### src/rtl/bam_sched_pkg.sv
// Shared defaults and types for the shared approximate multiplier scheduler.
// Broken-array multiplier cut helper and S2 payload layout.
package bam_sched_pkg;

    localparam int DEF_NREQ = 4;
    localparam int DEF_W    = 8;
    localparam int DEF_HCUT = 5;
    localparam int DEF_VCUT = 8;
    localparam int DEF_TW   = $clog2(DEF_NREQ);

    typedef struct packed {
        logic [DEF_TW-1:0]  tag;
        logic [2*DEF_W-1:0] prod;
    } s2_pay_t;

    // Partial product a[i]&b[j] survives both the row and diagonal breaks.
    function automatic logic pp_keep(
        input int i,
        input int j,
        input int hcut,
        input int vcut
    );
        return (j >= hcut) && (i + j >= vcut);
    endfunction

endpackage

### src/rtl/bam_pp_core.sv
// Combinational broken-array multiplier core.
// Kept partial products are summed exactly into a full 2W-bit result.
module bam_pp_core
    import bam_sched_pkg::*;
#(
    parameter int W    = DEF_W,
    parameter int HCUT = DEF_HCUT,
    parameter int VCUT = DEF_VCUT
) (
    input  logic [W-1:0]   a,
    input  logic [W-1:0]   b,
    output logic [2*W-1:0] prod
);

    logic [2*W-1:0] rows [W];

    // Build one shifted partial-product row per multiplier bit.
    always_comb begin
        for (int j = 0; j < W; j++) begin
            rows[j] = '0;
            for (int i = 0; i < W; i++) begin
                rows[j][i+j] = a[i] & b[j]
                             & pp_keep(i, j, HCUT, VCUT);
            end
        end
    end

    // Add the surviving rows.
    always_comb begin
        prod = '0;
        for (int j = 0; j < W; j++) begin
            prod = prod + rows[j];
        end
    end

endmodule

### src/rtl/bam_mul_sched.sv
// Round-robin front end sharing one approximate multiplier among lanes.
// Two elastic register stages wrap the combinational core.
module bam_mul_sched
    import bam_sched_pkg::*;
#(
    parameter int NREQ = DEF_NREQ,
    parameter int W    = DEF_W,
    parameter int HCUT = DEF_HCUT,
    parameter int VCUT = DEF_VCUT,
    parameter int TW   = $clog2(NREQ)
) (
    input  logic            clk,
    input  logic            rst,
    input  logic [NREQ-1:0] req_valid,
    output logic [NREQ-1:0] req_ready,
    input  logic [NREQ*W-1:0] req_a,
    input  logic [NREQ*W-1:0] req_b,
    output logic            resp_valid,
    input  logic            resp_ready,
    output logic [TW-1:0]   resp_tag,
    output logic [2*W-1:0]  resp_prod,
    output logic [1:0]      inflight
);

    typedef struct packed {
        logic [TW-1:0]  tag;
        logic [2*W-1:0] prod;
    } s2_t;

    logic [TW-1:0]   rr;
    logic [NREQ-1:0] grant;
    logic [TW-1:0]   gnt_idx;
    logic            gnt_any;
    logic [TW:0]     scan;

    logic            s1_v;
    logic [W-1:0]    s1_a;
    logic [W-1:0]    s1_b;
    logic [TW-1:0]   s1_tag;

    logic            s2_v;
    s2_t             s2_q;

    logic            s1_can_load;
    logic            s2_can_load;
    logic            xfer;
    logic [2*W-1:0]  core_prod;

    assign s2_can_load = !s2_v || resp_ready;
    assign s1_can_load = !s1_v || s2_can_load;
    assign req_ready   = grant & {NREQ{s1_can_load & !rst}};
    assign xfer        = gnt_any && s1_can_load;

    assign resp_valid = s2_v;
    assign resp_tag   = s2_q.tag;
    assign resp_prod  = s2_q.prod;
    assign inflight   = {1'b0, s1_v} + {1'b0, s2_v};

    // Pick the first valid requester at or after the round-robin pointer.
    always_comb begin
        grant   = '0;
        gnt_idx = '0;
        gnt_any = 1'b0;
        scan    = '0;
        for (int off = 0; off < NREQ; off++) begin
            scan = {1'b0, rr} + (TW+1)'(off);
            if (scan >= (TW+1)'(NREQ)) begin
                scan = scan - (TW+1)'(NREQ);
            end
            if (!gnt_any && req_valid[scan[TW-1:0]]) begin
                gnt_any                = 1'b1;
                gnt_idx                = scan[TW-1:0];
                grant[scan[TW-1:0]]    = 1'b1;
            end
        end
    end

    // Advance the pointer past the requester that just transferred.
    always_ff @(posedge clk) begin
        if (rst) begin
            rr <= '0;
        end else if (xfer) begin
            rr <= (gnt_idx == TW'(NREQ - 1)) ? '0 : gnt_idx + 1'b1;
        end
    end

    // Operand stage: capture the granted pair when it can move in.
    always_ff @(posedge clk) begin
        if (rst) begin
            s1_v   <= 1'b0;
            s1_a   <= '0;
            s1_b   <= '0;
            s1_tag <= '0;
        end else if (s1_can_load) begin
            s1_v <= xfer;
            if (xfer) begin
                s1_a   <= req_a[gnt_idx*W +: W];
                s1_b   <= req_b[gnt_idx*W +: W];
                s1_tag <= gnt_idx;
            end
        end
    end

    bam_pp_core #(
        .W    (W),
        .HCUT (HCUT),
        .VCUT (VCUT)
    ) u_core (
        .a    (s1_a),
        .b    (s1_b),
        .prod (core_prod)
    );

    // Result stage: holds the product until downstream takes it.
    always_ff @(posedge clk) begin
        if (rst) begin
            s2_v <= 1'b0;
            s2_q <= '0;
        end else if (s2_can_load) begin
            s2_v <= s1_v;
            if (s1_v) begin
                s2_q <= '{tag: s1_tag, prod: core_prod};
            end
        end
    end

endmodule

### config.mk
export PLATFORM = sky130hd
export DESIGN_NAME = bam_mul_sched
export DESIGN_NICKNAME = d
export VERILOG_FILES = /design/src/rtl/bam_sched_pkg.sv /design/src/rtl/bam_pp_core.sv /design/src/rtl/bam_mul_sched.sv
export SDC_FILE = /design/constraint.sdc
export NUM_CORES = 1
export LEC_CHECK = 0
export CAP_MARGIN = 20
export CORE_ASPECT_RATIO = 1.25
export CORE_MARGIN = 2
export CORE_UTILIZATION = 24
export CTS_BUF_LIST = sky130_fd_sc_hd__clkbuf_16
export DETAILED_ROUTE_END_ITERATION = 10
export PLACE_DENSITY = 0.41
export SLEW_MARGIN = 20
export SYNTH_ARGS = -nofsm -noshare
export SYNTH_HDL_FRONTEND = slang
export SYNTH_HIERARCHICAL = 1
export SYNTH_SLANG_ARGS = --single-unit
### constraint.sdc
create_clock -name clk -period 7.8 [get_ports clk]
set_input_delay 1.56 -clock clk [delete_from_list [all_inputs] [get_ports clk]]
set_output_delay 1.56 -clock clk [all_outputs]
set_load 0.01 [all_outputs]
==> metrics.md <==
| Metric | Value |
|---|---|
| Clock latency on the worst-skew pair | 0.27 ns |
| Hold WC Path Type | flip-flop to flip-flop |
| Final hold violation count | 0 |
| TritonCTS Buffers | 5 |
| Tot GR Track Use | 12.3% |
| DRC | 0 |
| Worst Path Required | 6.24 ns |
| CP Buf/Inv Count | 2 |
| FP Rows | 46 |
| Synth Cell Area | between 3000 and 4000 sq um |
| Power Dens Cells | 292 nW/um^2 |
| CTS tree | yes |
| Setup TNS Final | 0 ns |
| Worst min-delay path startpoint | resp_prod[5] |
| Worst slew pin tran | 0.805 ns |
| Layout cell share with drive strength beyond 1 | 7.42% |
| Critical Path Slowest Stage Cell | mux4_2 |
| Final nets | about 540 |
| Vias per cell | about 4.6 |
| Max Fclk | 167 MHz |
| Pin count of the biggest net entering global routing | 31 |
| Critical path data arrival time | around 4.4 ns |
| First-pass GRT wire length | 14.0 mm |
| Critical path type | input port to primary output |
| Post-CTS Resized | 0 |
| Clock Tree Buf Depth | 2 |
| Power consumption | 1.17 mW |
| DR vias | 2849 |
| RSZ-0062 raised after global routing | false |
| IO Count | 96 |
| Root Buffer | clkbuf_16 |
| Cells after Synth | 395 |
| Post-route worst setup slack | around 1.8 ns |
| Final instance area | between 4000 and 5000 sq um |
| Core box area | 12700 sq um |
| Initial DRC count | roughly 140 |
| Total gr overflow | 0 |
| Post-place instance area | 3860 sq um |
| Die X | 106 um |
| Outcome | finished, final reports clean |
| Critical path endpoint category | primary output |
| Fin crit share | 76.7% |
| CP max FO | 15 |
| Leak | 1.59 nW |
| Clock sinks | 34 |
| Worst Hold End | resp_prod[5] |
| Cell depth of the worst min-delay path | 2 |
| Post-CTS Setup Bufs | 0 |
| Crit path launch type | input port |
| VDD IR-drop max | 0.110 mV |
| Area growth syn-to-layout | 29.4% |
| Crit path max-delay family | buffers and inverters |
| Ant diodes | 0 |
| Post-Route WL | 8.33 mm |
| Syn_area_per_cell | 7.86 sq um |
| Synth Warn # | 6 |
| Final ANT Viol Nets | 0 |
| Die Span Y | roughly 130 um |
| Setup violations, final | 0 |
| Critical Path Stages | 8 |
| Start of the worst register-to-register path | rr[0] |
| CP max stage delay | approximately 0.68 ns |
| R2R Setup Slk | roughly 4.2 ns |
| Place WS | 1.85 ns |
| Critical-path cell list | clkdlybuf4s50_1 -> mux4_2 -> nor2b_1 -> a22oi_1 -> nor2_1 -> a221oi_1 -> nor2_1 -> clkdlybuf4s50_1 |
| Max-slew violation count | 0 |
| Wire length per cell | 13.6 um |
| IO Port Bufs | 71 |
| Worst R2R End | rr[0] |
| Min Clock Period, post-route | about 6 ns |
| Worst r2r path cells | 11 |
| Worst-path clk slew | 0.05 ns |
| Max_slew headroom | around 46% |
| Initial Util | 24.5% |
| Final Wtd Congestion | approximately 0.79 |
| Placed Instances | roughly 610 |
| Detailed Place HPWL | 6.49 mm |
| 1st-pass router iterations | 7 |
| # hold bufs at CTS | 0 |
| Die ar. | 13900 sq um |
| Number of global-route vias before repair | 2833 |
| Initial antenna violation count | 0 |
| # Max-Cap Violations | 0 |
| Skew final | a little over 0.008 ns |
| # H-tree levels | 2 |
| Layout Cells excl Fill | ~600 |
-- worst reg2reg max path: stages, from the launching register on --
cell	delay, ns
dfxtp_1	0.31
buf_4	0.34
inv_1	0.32
ha_1	0.59
mux4_2	0.49
nor2b_1	0.53
o21ai_2	0.16
o21ai_2	0.24
ha_1	0.26
nor3_1	0.05
o21ai_0	0.16
a21oi_1	0.08
-- flip-flops by register name, summed over array words and instances, names as in the netlist --
name	count
s1_v	1
resp_prod	16
s1_tag	2
rr	2
s1_b	3
resp_valid	1
resp_tag	2
s1_a	7
-- layout by cell type, fill, tap and decap left out, types with 4 or more instances in the layout --
cell	count
a211oi_1	6
a21o_1	5
a21oi_1	33
a221oi_1	4
a222oi_1	6
a22oi_1	4
and2_1	17
buf_4	4
clkbuf_16	5
clkdlybuf4s50_1	71
conb_1	8
dfxtp_1	34
ha_1	21
inv_1	13
mux2_4	6
mux2i_1	15
nand2_1	51
nand2b_1	7
nand3_1	11
nor2_1	33
nor2b_1	6
nor3_1	6
nor4_1	5
o211ai_1	5
o21ai_0	8
o21ai_1	6
o2bb2ai_1	4
o31a_1	6
xnor2_1	6
-- worst max-delay path by stage --
stage,from,end
floorplan,req_valid[0],req_ready[0]
global placement,req_valid[3],req_ready[0]
detailed placement,req_valid[3],req_ready[2]
CTS,req_valid[3],req_ready[2]
global route,req_valid[3],req_ready[2]
finish,req_valid[3],req_ready[2]
-- power by group --
part | internal [mW] | leakage [nW] | total (mW) | switching [mW]
Sequential | 0.218 | 0.280 | 0.263 | 0.0445
Clock | 0.148 | 0.0773 | 0.216 | 0.0689
Combinational | 0.317 | 1.23 | 0.694 | 0.378
-- metal layers --
layer  global-route usage (%)  up-vias  routed length (um)
li1                         -     1490                   -
met1                     15.1     1288                3740
met2                     21.9       65                4180
met3                     1.74        6                 293
met4                     3.95        0                 110
met5                        0        -                   0
-- area by class of cell --
class | instances | area (sq um)
clock inverters | 2 | 33.8
well taps | 168 | 210
inverters | 13 | 48.8
clock buffers | 5 | 125
fillers | 1390 | 8650
multi-input cells | 316 | 2180
repair buffers | 75 | 741
flip-flops and latches | 34 | 681
-- through the flow --
stage / util [%] / hold slack [ns]
after floorplan: - / 0.432
after global placement: 30.5 / 0.441
after detailed placement: 30.5 / 0.449
after CTS: 31.7 / 0.455
after global routing: 31.7 / 0.482
final: 31.7 / 0.451
Power figures use the tool's default switching activity.
